===== config.mk =====
export PLATFORM = sky130hd
export DESIGN_NAME = elevator_ctrl_nfloor
export DESIGN_NICKNAME = d
export VERILOG_FILES = /design/src/rtl/elevator_pkg.sv /design/src/rtl/elevator_req_latch.sv /design/src/rtl/elevator_ctrl_nfloor.sv
export SDC_FILE = /design/constraint.sdc
export NUM_CORES = 1
export LEC_CHECK = 0
export CAP_MARGIN = 20
export CORE_MARGIN = 10
export CORE_UTILIZATION = 58
export CTS_CLUSTER_SIZE = 40
export DETAILED_ROUTE_END_ITERATION = 8
export GPL_TIMING_DRIVEN = 0
export PLACE_DENSITY_LB_ADDON = 0.15
export SYNTH_ARGS = -nofsm -noshare
export SYNTH_HDL_FRONTEND = slang
export SYNTH_SLANG_ARGS = --single-unit

===== constraint.sdc =====
create_clock -name clk -period 5.6 [get_ports clk]
set_input_delay 0.84 -clock clk [delete_from_list [all_inputs] [get_ports clk]]
set_output_delay 0.84 -clock clk [all_outputs]
set_load 0.01 [all_outputs]

===== src/rtl/elevator_pkg.sv =====
// Shared types and floor-mask helpers for the N-floor elevator controller.
package elevator_pkg;

    localparam int unsigned MAX_FLOORS = 32;

    typedef enum logic [1:0] {
        DIR_IDLE = 2'b00,
        DIR_UP   = 2'b01,
        DIR_DOWN = 2'b10
    } dir_t;

    typedef enum logic [1:0] {
        ST_IDLE,
        ST_MOVE_UP,
        ST_MOVE_DOWN,
        ST_DOOR_OPEN
    } ctrl_state_t;

    // Strictly above / below the given floor; the floor itself is excluded.
    function automatic logic any_above(input logic [MAX_FLOORS-1:0] mask, input int unsigned floor);
        logic r;
        r = 1'b0;
        for (int unsigned i = 0; i < MAX_FLOORS; i++)
            if (i > floor && mask[i]) r = 1'b1;
        return r;
    endfunction

    function automatic logic any_below(input logic [MAX_FLOORS-1:0] mask, input int unsigned floor);
        logic r;
        r = 1'b0;
        for (int unsigned i = 0; i < MAX_FLOORS; i++)
            if (i < floor && mask[i]) r = 1'b1;
        return r;
    endfunction

endpackage


===== src/rtl/elevator_req_latch.sv =====
// Per-floor hall-up / hall-down / car request bank; clear wins over set.
module elevator_req_latch #(
    parameter int NUM_FLOORS = 4
) (
    input  logic                  clk_i,
    input  logic                  rst_ni,
    input  logic [NUM_FLOORS-1:0] up_set_i,
    input  logic [NUM_FLOORS-1:0] dn_set_i,
    input  logic [NUM_FLOORS-1:0] car_set_i,
    input  logic [NUM_FLOORS-1:0] clr_i,
    output logic [NUM_FLOORS-1:0] up_o,
    output logic [NUM_FLOORS-1:0] dn_o,
    output logic [NUM_FLOORS-1:0] car_o,
    output logic [NUM_FLOORS-1:0] pending_o
);

    logic [NUM_FLOORS-1:0] up_q, up_d, dn_q, dn_d, car_q, car_d;

    always_comb begin
        up_d  = (up_q  | up_set_i)  & ~clr_i;
        dn_d  = (dn_q  | dn_set_i)  & ~clr_i;
        car_d = (car_q | car_set_i) & ~clr_i;
    end

    always_ff @(posedge clk_i or negedge rst_ni) begin
        if (!rst_ni) begin
            up_q  <= '0;
            dn_q  <= '0;
            car_q <= '0;
        end else begin
            up_q  <= up_d;
            dn_q  <= dn_d;
            car_q <= car_d;
        end
    end

    assign up_o      = up_q;
    assign dn_o      = dn_q;
    assign car_o     = car_q;
    assign pending_o = up_q | dn_q | car_q;

endmodule


===== src/rtl/elevator_ctrl_nfloor.sv =====
// N-floor SCAN elevator controller: FSM, door timer, position tracking, sensor-fault flag.
// Optional ELEVATOR_OBSTRUCT_EN adds a door_obstruct input that holds the door open.
module elevator_ctrl_nfloor
    import elevator_pkg::*;
#(
    parameter int NUM_FLOORS       = 4,
    parameter int DOOR_OPEN_CYCLES = 8,
    parameter int FLOOR_W          = $clog2(NUM_FLOORS)
) (
    input  logic                  clk,
    input  logic                  rst,
    input  logic [NUM_FLOORS-1:0] up_req,
    input  logic [NUM_FLOORS-1:0] down_req,
    input  logic [NUM_FLOORS-1:0] car_req,
    input  logic                  dc,
`ifdef ELEVATOR_OBSTRUCT_EN
    input  logic                  door_obstruct,
`endif
    input  logic                  fs_valid,
    input  logic [FLOOR_W-1:0]    fs,
    output logic                  door,
    output logic [1:0]            direction,
    output logic [FLOOR_W-1:0]    cur_floor,
    output logic [NUM_FLOORS-1:0] pending,
    output logic                  err
);

    localparam int TW = $clog2(DOOR_OPEN_CYCLES + 1);
    localparam logic [TW-1:0]         T_LOAD = TW'(DOOR_OPEN_CYCLES);
    localparam logic [FLOOR_W:0]      NF_W   = (FLOOR_W + 1)'(NUM_FLOORS);
    localparam logic [NUM_FLOORS-1:0] UP_OK  = {1'b0, {(NUM_FLOORS-1){1'b1}}};
    localparam logic [NUM_FLOORS-1:0] DN_OK  = {{(NUM_FLOORS-1){1'b1}}, 1'b0};

    ctrl_state_t           state_q, state_d;
    dir_t                  dir_q, dir_d, dir_out;
    logic [FLOOR_W-1:0]    cur_q, cur_d;
    logic [TW-1:0]         tmr_q, tmr_d, tmr_dec;
    logic                  err_q, err_d;
    logic [NUM_FLOORS-1:0] up_s_q, dn_s_q, car_s_q, clr;
    logic [NUM_FLOORS-1:0] up_l, dn_l, car_l;
    logic [NUM_FLOORS-1:0] all_s, all_e, up_a, dn_a, car_a, all_a;
    logic [FLOOR_W:0]      fl_up;
    logic                  up_hit, dn_hit, above_e, below_e, above_a, below_a, obstruct;

`ifdef ELEVATOR_OBSTRUCT_EN
    assign obstruct = door_obstruct;
`else
    assign obstruct = 1'b0;
`endif

    elevator_req_latch #(.NUM_FLOORS(NUM_FLOORS)) u_latch (
        .clk_i     (clk),
        .rst_ni    (rst),
        .up_set_i  (up_s_q),
        .dn_set_i  (dn_s_q),
        .car_set_i (car_s_q),
        .clr_i     (clr),
        .up_o      (up_l),
        .dn_o      (dn_l),
        .car_o     (car_l),
        .pending_o (pending)
    );

    // Buttons are sampled one cycle before they reach the latches, so a request
    // at an idle car's own floor opens the door without ever showing in pending.
    assign all_s = up_s_q | dn_s_q | car_s_q;
    assign all_e = up_l | dn_l | car_l | all_s;
    // Arrival check also sees buttons pressed on the arrival edge itself.
    assign up_a  = up_l  | up_s_q  | (up_req & UP_OK);
    assign dn_a  = dn_l  | dn_s_q  | (down_req & DN_OK);
    assign car_a = car_l | car_s_q | car_req;
    assign all_a = up_a | dn_a | car_a;

    assign fl_up   = {1'b0, cur_q} + (FLOOR_W + 1)'(1);
    assign up_hit  = fs_valid && ({1'b0, fs} == fl_up) && (fl_up < NF_W);
    assign dn_hit  = fs_valid && (cur_q != '0) && (fs == cur_q - FLOOR_W'(1));
    assign above_e = any_above(MAX_FLOORS'(all_e), 32'(cur_q));
    assign below_e = any_below(MAX_FLOORS'(all_e), 32'(cur_q));
    assign above_a = any_above(MAX_FLOORS'(all_a), 32'(fs));
    assign below_a = any_below(MAX_FLOORS'(all_a), 32'(fs));
    assign tmr_dec = tmr_q - TW'(1);

    always_comb begin
        state_d = state_q;
        cur_d   = cur_q;
        tmr_d   = tmr_q;
        dir_d   = dir_q;
        err_d   = err_q;
        clr     = '0;
        case (state_q)
            ST_IDLE: begin
                if (fs_valid) err_d = 1'b1;
                if (all_e[cur_q])  state_d = ST_DOOR_OPEN;
                else if (above_e)  state_d = ST_MOVE_UP;
                else if (below_e)  state_d = ST_MOVE_DOWN;
            end
            ST_MOVE_UP: begin
                if (fs_valid && !up_hit) err_d = 1'b1;
                if (up_hit) begin
                    cur_d = fs;
                    if (car_a[fs] || up_a[fs] || (!above_a && dn_a[fs])) state_d = ST_DOOR_OPEN;
                    else if (!above_a)                                   state_d = ST_IDLE;
                end
            end
            ST_MOVE_DOWN: begin
                if (fs_valid && !dn_hit) err_d = 1'b1;
                if (dn_hit) begin
                    cur_d = fs;
                    if (car_a[fs] || dn_a[fs] || (!below_a && up_a[fs])) state_d = ST_DOOR_OPEN;
                    else if (!below_a)                                   state_d = ST_IDLE;
                end
            end
            ST_DOOR_OPEN: begin
                if (fs_valid) err_d = 1'b1;
                // Timer reaches zero on the exit edge: door is open DOOR_OPEN_CYCLES cycles.
                if (obstruct || all_s[cur_q]) begin
                    tmr_d = T_LOAD;
                end else if (dc || tmr_dec == '0) begin
                    tmr_d = '0;
                    if (dir_q == DIR_UP && above_e)        state_d = ST_MOVE_UP;
                    else if (dir_q == DIR_DOWN && below_e) state_d = ST_MOVE_DOWN;
                    else if (above_e)                      state_d = ST_MOVE_UP;
                    else if (below_e)                      state_d = ST_MOVE_DOWN;
                    else                                   state_d = ST_IDLE;
                end else begin
                    tmr_d = tmr_dec;
                end
            end
            default: state_d = ST_IDLE;
        endcase

        if (state_q != ST_DOOR_OPEN && state_d == ST_DOOR_OPEN) tmr_d = T_LOAD;
        if (state_d == ST_DOOR_OPEN) clr = NUM_FLOORS'(1) << cur_d;

        if (state_d == ST_MOVE_UP)        dir_d = DIR_UP;
        else if (state_d == ST_MOVE_DOWN) dir_d = DIR_DOWN;
        else if (state_d == ST_IDLE)      dir_d = DIR_IDLE;
    end

    always_ff @(posedge clk or negedge rst) begin
        if (!rst) begin
            state_q <= ST_IDLE;
            dir_q   <= DIR_IDLE;
            cur_q   <= '0;
            tmr_q   <= '0;
            err_q   <= 1'b0;
            up_s_q  <= '0;
            dn_s_q  <= '0;
            car_s_q <= '0;
        end else begin
            state_q <= state_d;
            dir_q   <= dir_d;
            cur_q   <= cur_d;
            tmr_q   <= tmr_d;
            err_q   <= err_d;
            up_s_q  <= up_req & UP_OK;
            dn_s_q  <= down_req & DN_OK;
            car_s_q <= car_req;
        end
    end

    always_comb begin
        dir_out = DIR_IDLE;
        if (state_q == ST_MOVE_UP)        dir_out = DIR_UP;
        else if (state_q == ST_MOVE_DOWN) dir_out = DIR_DOWN;
    end

    assign door      = (state_q == ST_DOOR_OPEN);
    assign direction = dir_out;
    assign cur_floor = cur_q;
    assign err       = err_q;

endmodule

Yosys cells after proc, flatten, opt, wreduce, memory -nomap -nowiden

Index checks and enable logic that the tools add are counted.

Output and inout port bits: 10
Bits of input ports: 18
Register bits: 33

Shift-type cells: 1
Reductions and logical operators: 40
Multiplexer cells: 55
Equality and inequality tests: 14
Order comparisons: 15
Bitwise operators: 17
Add/sub/neg operators: 3

Operators by type and width:

| cell                                                         | count |
|---|---|
| 2-to-1 mux 2 bit                                             | 22 |
| bitwise OR 4 bit                                             | 10 |
| logical AND 1 bit                                            | 23 |
| 2-to-1 mux 1 bit                                             | 20 |
| 2-to-1 mux 4 bit                                             | 5 |
| AND 4 bit                                                    | 3 |
| binary-select mux 1 bit (select 2 bit)                       | 5 |
| equality test 2 bit, second input constant                   | 5 |
| greater-than comparator 2 bit, first input constant          | 4 |
| < comparator 1 x 2 -> 1 bit, first input constant            | 4 |
| bitwise OR 4 x 3 -> 4 bit                                    | 2 |
| case mux 2 bit (4 select lines)                              | 1 |
| equality test 2 x 1 -> 1 bit, second input constant          | 3 |
| < comparator 2 x 3 -> 1 bit, second input constant           | 2 |
| inequality test 2 bit, second input constant                 | 3 |
| logical OR 1 bit                                             | 5 |
| greater-than comparator 1 x 2 -> 1 bit, first input constant | 2 |
| logical NOT 1 bit                                            | 4 |
| logical NOT 2 bit                                            | 2 |
| logical NOT 4 bit                                            | 1 |
| < comparator 2 bit, first input constant                     | 2 |
| NOT 4 bit                                                    | 1 |
| bitwise OR 3 x 4 -> 4 bit                                    | 1 |
| case mux 2 bit (2 select lines)                              | 1 |
| other kinds (13)                                             | 14 |

Depth between registers and ports, before layout

Gate-level depths: netlist (run 1).

Depth in word-level cells: 18
Depth in mapped cells: 12
Mapped depth without buffers: 10

Hierarchy

Synthesis (run 1) repeated with hierarchy kept, for this count alone.

Cells, all modules: 205
Area total of the unflattened synthesis: 2,021.9 um2

Modules (own cells, without submodules):

| module               | area each (um2) | instances | cells each | seq. area each (um2) |
|---|---|---|---|---|
| elevator_ctrl_nfloor | 1,576.5         | 1         | 177        | 525.5 |
| elevator_req_latch   | 445.4           | 1         | 28         | 300.3 |

Worst setup path after synthesis (run 1)

Ideal clock, no wire load.

Path kind: input-to-reg
From: input port fs[1]
To: register tmr_q[3]
Data required time: 5.474 ns
Setup time: 0.126 ns
Path buffers: 3
Stages: 11
Arrival: 2.909 ns
Setup slack: 2.565 ns
Cells stage by stage: buf_2 buf_6 o41ai_1 a21oi_1 o311a_1 a311o_1 a21oi_1 a31oi_2 nor2b_4 buf_6 o32a_1

Longest elaborated chain between the ends: 14
Elaborated cells between the ends (all ways): 48

Ends and longest elaborated chain:

| what                                                                                         | line                                                     | RTL |
|---|---|---|
| start, declared                                                                              | elevator_ctrl_nfloor.sv:20                               | `input logic [FLOOR_W-1:0] fs,` |
| < comparator 1 x 2 -> 1 bit / greater-than comparator 1 x 2 -> 1 bit (equally long branches) | elevator_pkg.sv:32, elevator_pkg.sv:24                   |  |
| logical AND 1 bit (on tied branches)                                                         | elevator_pkg.sv:32, elevator_pkg.sv:24                   |  |
| 2-to-1 mux 1 bit (on tied branches) (3 in a row)                                             | elevator_pkg.sv:32, elevator_pkg.sv:24                   |  |
| logical NOT 1 bit                                                                            | --                                                       |  |
| logical AND 1 bit (on tied branches)                                                         | elevator_ctrl_nfloor.sv:109, elevator_ctrl_nfloor.sv:101 |  |
| logical OR 1 bit (on tied branches)                                                          | elevator_ctrl_nfloor.sv:109, elevator_ctrl_nfloor.sv:101 |  |
| 2-to-1 mux 2 bit (on tied branches)                                                          | elevator_ctrl_nfloor.sv:109, elevator_ctrl_nfloor.sv:101 |  |
| 2-to-1 mux 2 bit (on tied branches)                                                          | elevator_ctrl_nfloor.sv:107, elevator_ctrl_nfloor.sv:99  |  |
| case mux 2 bit (4 select lines) *                                                            | elevator_ctrl_nfloor.sv:90                               | `case (state_q)` |
| net state_d[1]                                                                               | elevator_ctrl_nfloor.sv:34                               | `ctrl_state_t state_q, state_d;` |
| equality test 2 bit *                                                                        | elevator_ctrl_nfloor.sv:132                              | `if (state_q != ST_DOOR_OPEN && state_d == ST_DOOR_OPEN) tmr_d = T_LOAD;` |
| logical AND 1 bit *                                                                          | elevator_ctrl_nfloor.sv:132                              |  |
| 2-to-1 mux 4 bit / nonzero test 2 bit (equally long branches)                                | --                                                       |  |
| end signal, assigned                                                                         | elevator_ctrl_nfloor.sv:154                              | `tmr_q <= tmr_d;` |
| end, declared                                                                                | elevator_ctrl_nfloor.sv:37                               | `logic [TW-1:0] tmr_q, tmr_d, tmr_dec;` |

The timed path passes the listed nets; every way through them passes the cells marked *. The select of a mux whose other input is x is not followed.
A chain may end at the register's enable or synchronous reset.

Final worst setup path (run 1)

From: register cur_q[1] (netlist: cur_floor[1])
To: register u_latch.up_q[2] (netlist: u_latch.up_o[2])

Elaborated cells between the ends (all ways): 54

RTL lines:

| what                                                                         | line                        | RTL |
|---|---|---|
| start, declared                                                              | elevator_ctrl_nfloor.sv:36  | `logic [FLOOR_W-1:0] cur_q, cur_d;` |
| start signal, assigned                                                       | elevator_ctrl_nfloor.sv:153 | `cur_q <= cur_d;` |
| parallel branches: the longest is 5 deep, another holds adder 2 x 1 -> 3 bit | --                          |  |
| case mux 2 bit (2 select lines) *                                            | elevator_ctrl_nfloor.sv:90  |  |
| net cur_d[1]                                                                 | elevator_ctrl_nfloor.sv:36  |  |
| left shift 1 x 2 -> 4 bit *                                                  | elevator_ctrl_nfloor.sv:133 | `if (state_d == ST_DOOR_OPEN) clr = NUM_FLOORS'(1) << cur_d;` |
| 2-to-1 mux 4 bit *                                                           | elevator_ctrl_nfloor.sv:133 |  |
| NOT 4 bit *                                                                  | elevator_req_latch.sv:20    | `up_d = (up_q \| up_set_i) & ~clr_i;` |
| AND 4 bit *                                                                  | elevator_req_latch.sv:20    |  |
| net u_latch.up_d[2]                                                          | elevator_req_latch.sv:17    | `logic [NUM_FLOORS-1:0] up_q, up_d, dn_q, dn_d, car_q, car_d;` |
| end signal, assigned                                                         | elevator_req_latch.sv:31    | `up_q <= up_d;` |
| end, declared                                                                | elevator_req_latch.sv:17    |  |

Mark *: on every way through the listed nets, which the timed path passes. The select of a mux whose other input is x is not followed.

==> results of run 1 <==
-- per-stage QoR --
stage | power [mW] | worst slack [ps]
6_report | 0.952 | 2180
5_1_grt | 1.02 | 1900
4_1_cts | 0.955 | 2190
3_5_place_dp | 0.815 | 1910
3_3_place_gp | 0.792 | 1960
2_1_floorplan | 0.666 | 2560
-- sequential cells by signal, summed over array words and instances (netlist names) --
name	count
up_s_q	3
u_latch.up_o	4
u_latch.dn_o	4
err	1
tmr_q	4
state_q	2
car_s_q	4
cur_floor	2
dir_q	2
u_latch.car_o	4
dn_s_q	3
-- worst max-delay path: stages, from the launching register on --
cell      delay [ps]
dfrtp_1          490
inv_1            180
ha_1             320
xor2_1           160
nor4b_1          840
o221ai_1         240
a22oi_1          680
inv_1            200
a31oi_1          230
-- logic make-up after synthesis --
family,Yosys count,synth area share
xor+xnor,3,0.0134
compound gates,62,0.227
flops,33,0.423
mux,3,0.0346
simple gates,61,0.173
buf+inv,21,0.0531
fa+ha+maj,12,0.0768
-- layer usage --
| metal | GRT usage | routed length (um) |
|---|---|---|
| met3 | 0.0569 | 265 |
| met5 | 0 | 0 |
| met2 | 0.298 | 2560 |
| met1 | 0.188 | 2070 |
| met4 | 0.0591 | 72 |
-- report_power, final --
group          internal [mW]  leakage [nW]  total [mW]  switching [mW]
Combinational          0.216         0.511       0.472           0.256
Clock                 0.0587        0.0303       0.142          0.0829
Sequential             0.287         0.372       0.338          0.0515
-- how the worst min path moves through the flow --
stage / slack [ps] / startpoint / end
6_report: 500 / err / err
3_5_place_dp: 470 / err / err
2_1_floorplan: 460 / dir_q[1] / dir_q[1]
5_1_grt: 520 / err / err
4_1_cts: 500 / err / err
3_3_place_gp: 470 / err / err
-- layout by cell type, fill, tap and decap left out, types with 3 or more instances in the layout --
cell type / count
clkbuf_4: 5
mux4_2: 3
a22oi_1: 3
nand3_1: 3
nand2b_1: 3
a41o_1: 3
clkdlybuf4s50_1: 23
dfrtp_1: 33
inv_1: 16
nor2_1: 18
nor4b_1: 3
buf_6: 3
o21ai_0: 6
nor3_1: 11
a21oi_1: 11
nand2_1: 5
a31oi_1: 13
ha_1: 12
or3_1: 5
-- layout make-up --
cell class	count	share of cell area
Timing Repair Buffer	24	0.111
Multi-Input combinational cell	141	0.440
Clock buffer	6	0.0220
Buffer	5	0.0188
Tap cell	46	0.0247
Clock inverter	1	0.00322
Sequential cell	33	0.355
Inverter	16	0.0258
==> flow_metrics.tcl, run 1 <==
set metrics [dict create \
    yosysTopAreaCell "dfrtp_1" \
    synth_warnings 0 \
    crit_start "cur_floor[1]" \
    hpwl_um 3870 \
    ctsResizeCount 0 \
    grt_overflow 0 \
    via_per_inst 6.14 \
    drc_errors 0 \
    multi_input_area_mm2 0.00102 \
    max_slew_margin 0.313 \
    timing.fmax_mhz 292 \
    n_fill_cell 262 \
    grtUsageTotal 0.170 \
    worstReg2RegStart "cur_floor[1]" \
    synth_area_mm2 0.00195 \
    worstSetupEndpoint "u_latch.up_o[2]" \
    dieArea_mm2 0.00609 \
    post_cts_buffers 0 \
    wirelength_um 4960 \
    tightest_slew_ps 1020 \
    clkLatencyLatePin_ps 340 \
    drt_iter0_drc 101 \
    drt_pass1_iterations 4 \
    period_share 0.611 \
    final_area_mm2 0.00233 \
    final_layout_size_suffix_gt1_frac 0.0973 \
    grt_pass1_wl_um 8470 \
    synth_fp_nets 225 \
    antenna_found_initial 0 \
    synth.area.top_cells "dfrtp_1, ha_1, a31oi_1" \
    die_w_um 78.1 \
    vias 1669 \
    instances_no_fill 272 \
    critPathLaunchType "register" \
    synth_top_area_share 0.423 \
    p_leak_nw 0.914 \
    place_area_mm2 0.00227 \
    synthFlopType "dfrtp_1" \
    r2r-end "u_latch.up_o[2]" \
    synthCells 195 \
    p_per_area_mw_per_mm2 409 \
    critPathKind "reg -> reg" \
    synth_edf_count 0 \
    min_period_ps 3420 \
    start_util 0.595 \
    cts_tree "done" \
    clkSlewWorstSetupHoldPaths_ps 110 \
    ff2ff_path_depth 8 \
    setup_violations 0 \
    placed_cells 265 \
    fin_hold_ws_ps 500 \
    drv_cap 0 \
    area_growth_pct 19.1 \
    finalHoldViolCount 0 \
    cts-htree-levels 2 \
    cp.arrival_ps 3690 \
    drtAntennaViolNets 0 \
    yosysSeqAreaShare 0.423 \
    regArea_um2 826 \
    cts_sinks 33 \
    status "finished clean" \
    grt_setup_unrepaired "no" \
    grt_pass1_vias 1792 \
    synthDistinctLibCells 49 \
    wl_per_cell_um 18.2 \
    synth_common_cells "dfrtp_1, nor2_1, inv_1" \
    async_flop_share 1.00 \
    final_max_slew_viol_count 0 \
    min_path_type "reg -> reg" \
    io-pin-count 28 \
    io_buffers 23 \
    cts_hold_buf 0 \
    crit_fanout 8 \
    cts_root_buf "clkbuf_4" \
    grt_max_degree 23 \
    nNetsFinal 256 \
    vdd_ir_drop_max_uv 172 \
    skew_ps 8.91 \
    row_count 21 \
    cts_buffer_depth 2 \
    avgSynthCellArea_um2 10.0 \
    holdPathStages 1 \
    gp_congestion 0.900 \
    utilization 0.709 \
    worstPathRequired_ps 5870 \
    cp-end-kind "register" \
    setup_tns_ps 0 \
    diodes 0 \
    cts_buffers 5 \
    rrSetupSlack_ps 2180 \
    ys_ff_latch 33 \
    yosysMostFrequentCell "dfrtp_1" \
    dieHeight_um 78.1 \
    core-area_mm2 0.00328 \
]
No activity file was read; power rests on OpenSTA's default activity.
==> run 2, diff against run 1 <==
--- a/config.mk
+++ b/config.mk
@@ -7,7 +7,7 @@
 export LEC_CHECK = 0
 export CAP_MARGIN = 20
 export CORE_MARGIN = 10
-export CORE_UTILIZATION = 58
+export CORE_UTILIZATION = 49
 export CTS_CLUSTER_SIZE = 40
 export DETAILED_ROUTE_END_ITERATION = 8
 export GPL_TIMING_DRIVEN = 0
==> constraint.sdc (replaced) <==
create_clock -name clk -period 3.05 [get_ports clk]
set_input_delay 0.4575 -clock clk [delete_from_list [all_inputs] [get_ports clk]]
set_output_delay 0.4575 -clock clk [all_outputs]
set_load 0.01 [all_outputs]
==> run 2 against run 1 <==
Design area is 7.3% higher. Non-clock buffer count is 7 higher. Utilization shrank 4.6 points. Combinational power up 110%. Via count rose by 4.3%. Critical path depth up 2. Final cell count grew 3.7%. Sequential power grew 84%. Clock-buffer cell count increased by 1. Clock power rose to 2.5 times the previous value. Flip-flop and latch count is the same. Largest cell class unchanged. Largest power group unchanged.
==> flow_metrics.tcl, run 2 (same netlist as run 1, synthesis figures left out) <==
set metrics [dict create \
    drc_errors 0 \
    wirelength_um 5080 \
    timing.fmax_mhz 338 \
    cts-htree-levels 2 \
    rrSetupSlack_ps 150 \
    clkLatencyLatePin_ps 280 \
    drtAntennaViolNets 0 \
    cp_cell_sequence "clkdlybuf4s50_1 > or3_1 > mux4_2 > o31a_1 > a41o_1 > o21ai_2 > a31o_2 > nor2b_4 > buf_6 > o32a_1" \
    wl_per_cell_um 18.0 \
    grt_pass1_wl_um 8420 \
    io_buffers 23 \
    nNetsFinal 263 \
    worst_slack_ps 88.9 \
    critPathKind "in -> reg" \
    max_slew_margin 0.463 \
    grtUsageTotal 0.144 \
    cts_root_buf "clkbuf_8" \
    antenna_found_initial 0 \
    power.total_mw 1.99 \
    regArea_um2 828 \
    worstPathRequired_ps 3210 \
    cp-end-kind "register" \
    drt_pass1_iterations 4 \
    via_per_inst 6.17 \
    cts_buffer_depth 2 \
    diodes 0 \
    r2r-end "u_latch.up_o[2]" \
    p_leak_nw 1.00 \
    status "finished clean" \
    cts_sinks 33 \
    finalHoldViolCount 0 \
    n_fill_cell 300 \
    period_share 0.971 \
    skew_ps 7.54 \
    cts_tree "done" \
    cp.arrival_ps 3120 \
    dieArea_mm2 0.00691 \
    min_path_type "reg -> reg" \
    placed_cells 267 \
    grt_pass1_vias 1772 \
    vdd_ir_drop_max_uv 348 \
    critPathMaxStageDelay_ps 490 \
    instances_no_fill 282 \
    crit_slowest_cell "mux4_2" \
    final_cell_mix "dfrtp_1, clkdlybuf4s50_1, nor2_1" \
    gp_congestion 0.848 \
    drv_cap 0 \
    hpwl_um 3910 \
    clkSlewWorstSetupHoldPaths_ps 70 \
    grt_max_degree 22 \
    die_w_um 83.2 \
    row_count 22 \
    io-pin-count 28 \
    crit_fanout 7 \
    cts_buffers 5 \
    core-area_mm2 0.00377 \
    final_layout_size_suffix_gt1_frac 0.188 \
    start_util 0.518 \
    final_max_slew_viol_count 0 \
    holdPathStages 1 \
    drt_iter0_drc 118 \
    pre_cts_ws_ps -299 \
    tightest_slew_ps 805 \
    setup_violations 0 \
    critPathLaunchType "input pin" \
    vias 1740 \
    multi_input_area_mm2 0.00109 \
    area_growth_pct 27.8 \
    ff2ff_path_depth 8 \
    dieHeight_um 83.2 \
    mostFrequentLayoutCell "dfrtp_1" \
    min_period_ps 2960 \
    grt_overflow 0 \
    worstReg2RegStart "cur_floor[1]" \
    holdPathEnd "err" \
    holdCritStartpoint "err" \
    p_per_area_mw_per_mm2 798 \
]
==> run 2: worst max path at each step <==
stage / from / end / slack, ps / depth (start not counted)
finish: up_req[2] / tmr_q[3] / 90 / 10
global route: cur_floor[1] / u_latch.up_o[2] / -20 / 8
CTS: up_req[0] / u_latch.car_o[0] / 2 / 11
detailed placement: up_req[0] / u_latch.car_o[0] / -300 / 11
global placement: up_req[0] / u_latch.car_o[2] / -230 / 11
floorplan: cur_floor[0] / u_latch.car_o[0] / 140 / 12
==> run 2: critical path, delay by kind of cell <==
family          cells  cell delay (ps)
mux                 1              490
simple gates        2              400
compound gates      5             1200
buf+inv             2              570
==> run 2: power by group <==
part | leakage (nW) | switching [mW] | internal (mW)
registers | 0.369 | 0.0940 | 0.529
clock network | 0.0542 | 0.154 | 0.204
logic | 0.576 | 0.533 | 0.480
==> run 2: routing by layer <==
| metal | vias up | part of all wire | track usage |
|---|---|---|---|
| li1 | 817 | - | - |
| met1 | 843 | 0.44 | 0.181 |
| met2 | 65 | 0.48 | 0.229 |
| met3 | 15 | 0.051 | 0.0342 |
| met4 | 0 | 0.023 | 0.0600 |
| met5 | - | 0 | 0 |
==> run 2: cell type report <==
type / instances / share of cell area
plain buffers: 5 / 0.0175
clock inverters: 1 / 0.00200
well taps: 48 / 0.0240
multi-input cells: 141 / 0.438
flip-flops and latches: 33 / 0.331
clock buffers: 7 / 0.0386
repair buffers: 31 / 0.124
inverters: 16 / 0.0240
==> run 2: repair_timing <==
item,CTS,global route
hold buffers,0,0
endpoints found under the setup margin,18,18
pin swaps,0,4
gates resized for setup,5,14
endpoints found under the hold margin,0,0
buffers inserted,0,7
==> run 2: stage by stage <==
step	hold WS [ps]	area [um2]	util	TNS (ps)
4_1_cts	487	2400	0.636	0
3_3_place_gp	474	2240	0.595	-2890
5_1_grt	525	2500	0.663	-55.9
6_report	482	2500	0.663	0
3_5_place_dp	471	2270	0.603	-4220
2_1_floorplan	162	1950	-	0
==> run 3, diff against run 2 <==
--- a/config.mk
+++ b/config.mk
@@ -12,6 +12,7 @@
 export DETAILED_ROUTE_END_ITERATION = 8
 export GPL_TIMING_DRIVEN = 0
 export PLACE_DENSITY_LB_ADDON = 0.15
+export REMOVE_ABC_BUFFERS = 1
 export SYNTH_ARGS = -nofsm -noshare
 export SYNTH_HDL_FRONTEND = slang
 export SYNTH_SLANG_ARGS = --single-unit
==> run 3 against run 2 <==
Critical path depth stayed put. Clock skew decreased by 5.6 ps. Design area decreased by 1.5%. Combinational power is 7% lower. Sequential power rose by 0.8%. Sequential share of layout area increased by 0.51 points. Hold slack worse by 250 ps. Critical endpoint unchanged.
==> flow_metrics.tcl, run 3 (same netlist as run 1, synthesis figures left out) <==
set metrics [dict create \
    status "finished clean" \
    antenna_found_initial 0 \
    timing.fmax_mhz 338 \
    die_w_um 83.2 \
    setup_violations 0 \
    clockPowerShare 0.213 \
    critPathKind "in -> reg" \
    grt_max_degree 34 \
    drt_iter0_drc 94 \
    io-pin-count 28 \
    drc_errors 0 \
    clkSlewWorstSetupHoldPaths_ps 70 \
    critPathMaxStageDelay_ps 490 \
    seq_power_share 0.316 \
    hpwl_um 3740 \
    dieArea_mm2 0.00691 \
    p_per_area_mw_per_mm2 807 \
    grt_pass1_vias 1697 \
    final_cell_mix "dfrtp_1, clkdlybuf4s50_1, nor2_1" \
    cts_buffer_depth 2 \
    cp-end-kind "register" \
    area_growth_pct 25.9 \
    crit_fanout 16 \
    cts_buffers 5 \
    utilization 0.653 \
    cts_root_buf "clkbuf_8" \
    p_leak_nw 0.991 \
    cts_hold_buf 0 \
    ff2ff_path_depth 11 \
    finalHoldViolCount 0 \
    grt_pass1_wl_um 8480 \
    start_util 0.518 \
    grtUsageTotal 0.147 \
    dieHeight_um 83.2 \
    placed_cells 263 \
    r2r-end "tmr_q[3]" \
    via_per_inst 6.09 \
    worstReg2RegStart "cur_floor[0]" \
    combPwrFrac 0.471 \
    cts-htree-levels 2 \
    swShare 0.384 \
    drv_cap 0 \
    setup_tns_ps 0 \
    cp_cell_sequence "clkdlybuf4s50_1 > or3_4 > mux4_2 > o31a_1 > a41o_1 > o21ai_2 > a31oi_4 > nor2b_4 > buf_12 > o32a_1" \
    final_layout_size_suffix_gt1_frac 0.150 \
    gp_congestion 0.958 \
    rrSetupSlack_ps 150 \
    tightest_slew_ps 736 \
    cp.arrival_ps 3120 \
    final_max_slew_viol_count 0 \
    drtAntennaViolNets 0 \
    crit_slowest_cell "mux4_2" \
    diodes 0 \
    clkLatencyLatePin_ps 280 \
    min_path_type "in -> async" \
    skew_ps 1.91 \
    period_share 0.970 \
    intPower_mw 1.22 \
    instances_no_fill 274 \
    power.total_mw 1.99 \
    mostFrequentLayoutCell "dfrtp_1" \
    vdd_ir_drop_max_uv 314 \
    vias 1670 \
    wl_per_cell_um 18.7 \
    io_buffers 25 \
    cts_sinks 33 \
    min_period_ps 2960 \
    p_sw_mw 0.763 \
    nNetsFinal 255 \
    worstPathRequired_ps 3210 \
    core-area_mm2 0.00377 \
    cts_tree "done" \
    drt_pass1_iterations 4 \
    row_count 22 \
    wirelength_um 5110 \
    max_slew_margin 0.509 \
    grt_overflow 0 \
    critPathLaunchType "input pin" \
]
## run 3: power groups by stage
stage | sequential [mW] | combinational, mW | clock [mW]
after floorplan | 0.606 | 0.553 | 0
after global placement | 0.622 | 0.770 | 0
after detailed placement | 0.629 | 0.790 | 0
after CTS | 0.623 | 0.880 | 0.433
after global routing | 0.644 | 1.02 | 0.455
final | 0.628 | 0.936 | 0.422
## run 3: worst max-delay path, delay by kind of cell
kind                   cells  cell delay (ps)
AND/OR/NAND/NOR            2              490
multiplexers               1              490
AO/OA/AOI/OAI              5             1110
buffers and inverters      2              570
## run 3: worst max path at each step
stage / start / endpoint / slack, ps / cells past startpoint
final: up_req[0] / tmr_q[3] / 90 / 10
after global routing: up_req[0] / tmr_q[3] / -2 / 10
after CTS: fs[1] / tmr_q[3] / 10 / 10
after detailed placement: fs[1] / u_latch.dn_o[2] / -660 / 9
after global placement: fs[1] / u_latch.up_o[0] / -560 / 9
after floorplan: cur_floor[0] / u_latch.car_o[0] / 190 / 10
## run 3: layer usage
metal,vias up,track usage,part of all wire
met5,-,0,0
met4,0,0.0600,0.015
met3,7,0.0352,0.050
met2,37,0.248,0.53
met1,821,0.174,0.41
li1,805,-,-
## run 3: cell type report
type	count	area [um2]
Clock buffer	7	86.3
Clock inverter	1	30.0
Tap cell	48	60.1
Inverter	16	60.1
Timing Repair Buffer	28	283
Fill cell	299	1310
Multi-Input combinational cell	141	1110
Sequential cell	33	828
## run 3: stage by stage
| step | hold WS, ps | cell area [um2] | worst slack [ps] |
|---|---|---|---|
| finish | 236 | 2460 | 91.5 |
| global route | 293 | 2460 | -2.26 |
| CTS | 258 | 2380 | 12.6 |
| detailed placement | 476 | 2220 | -663 |
| global placement | 469 | 2220 | -564 |
| floorplan | 162 | 1910 | 189 |
## run 3: timing repair
action                                  in CTS  in global routing
endpoints found under the setup margin      18                 16
setup buffers                                1                  2
pin swaps                                    0                  4
resized for setup                            6                 19
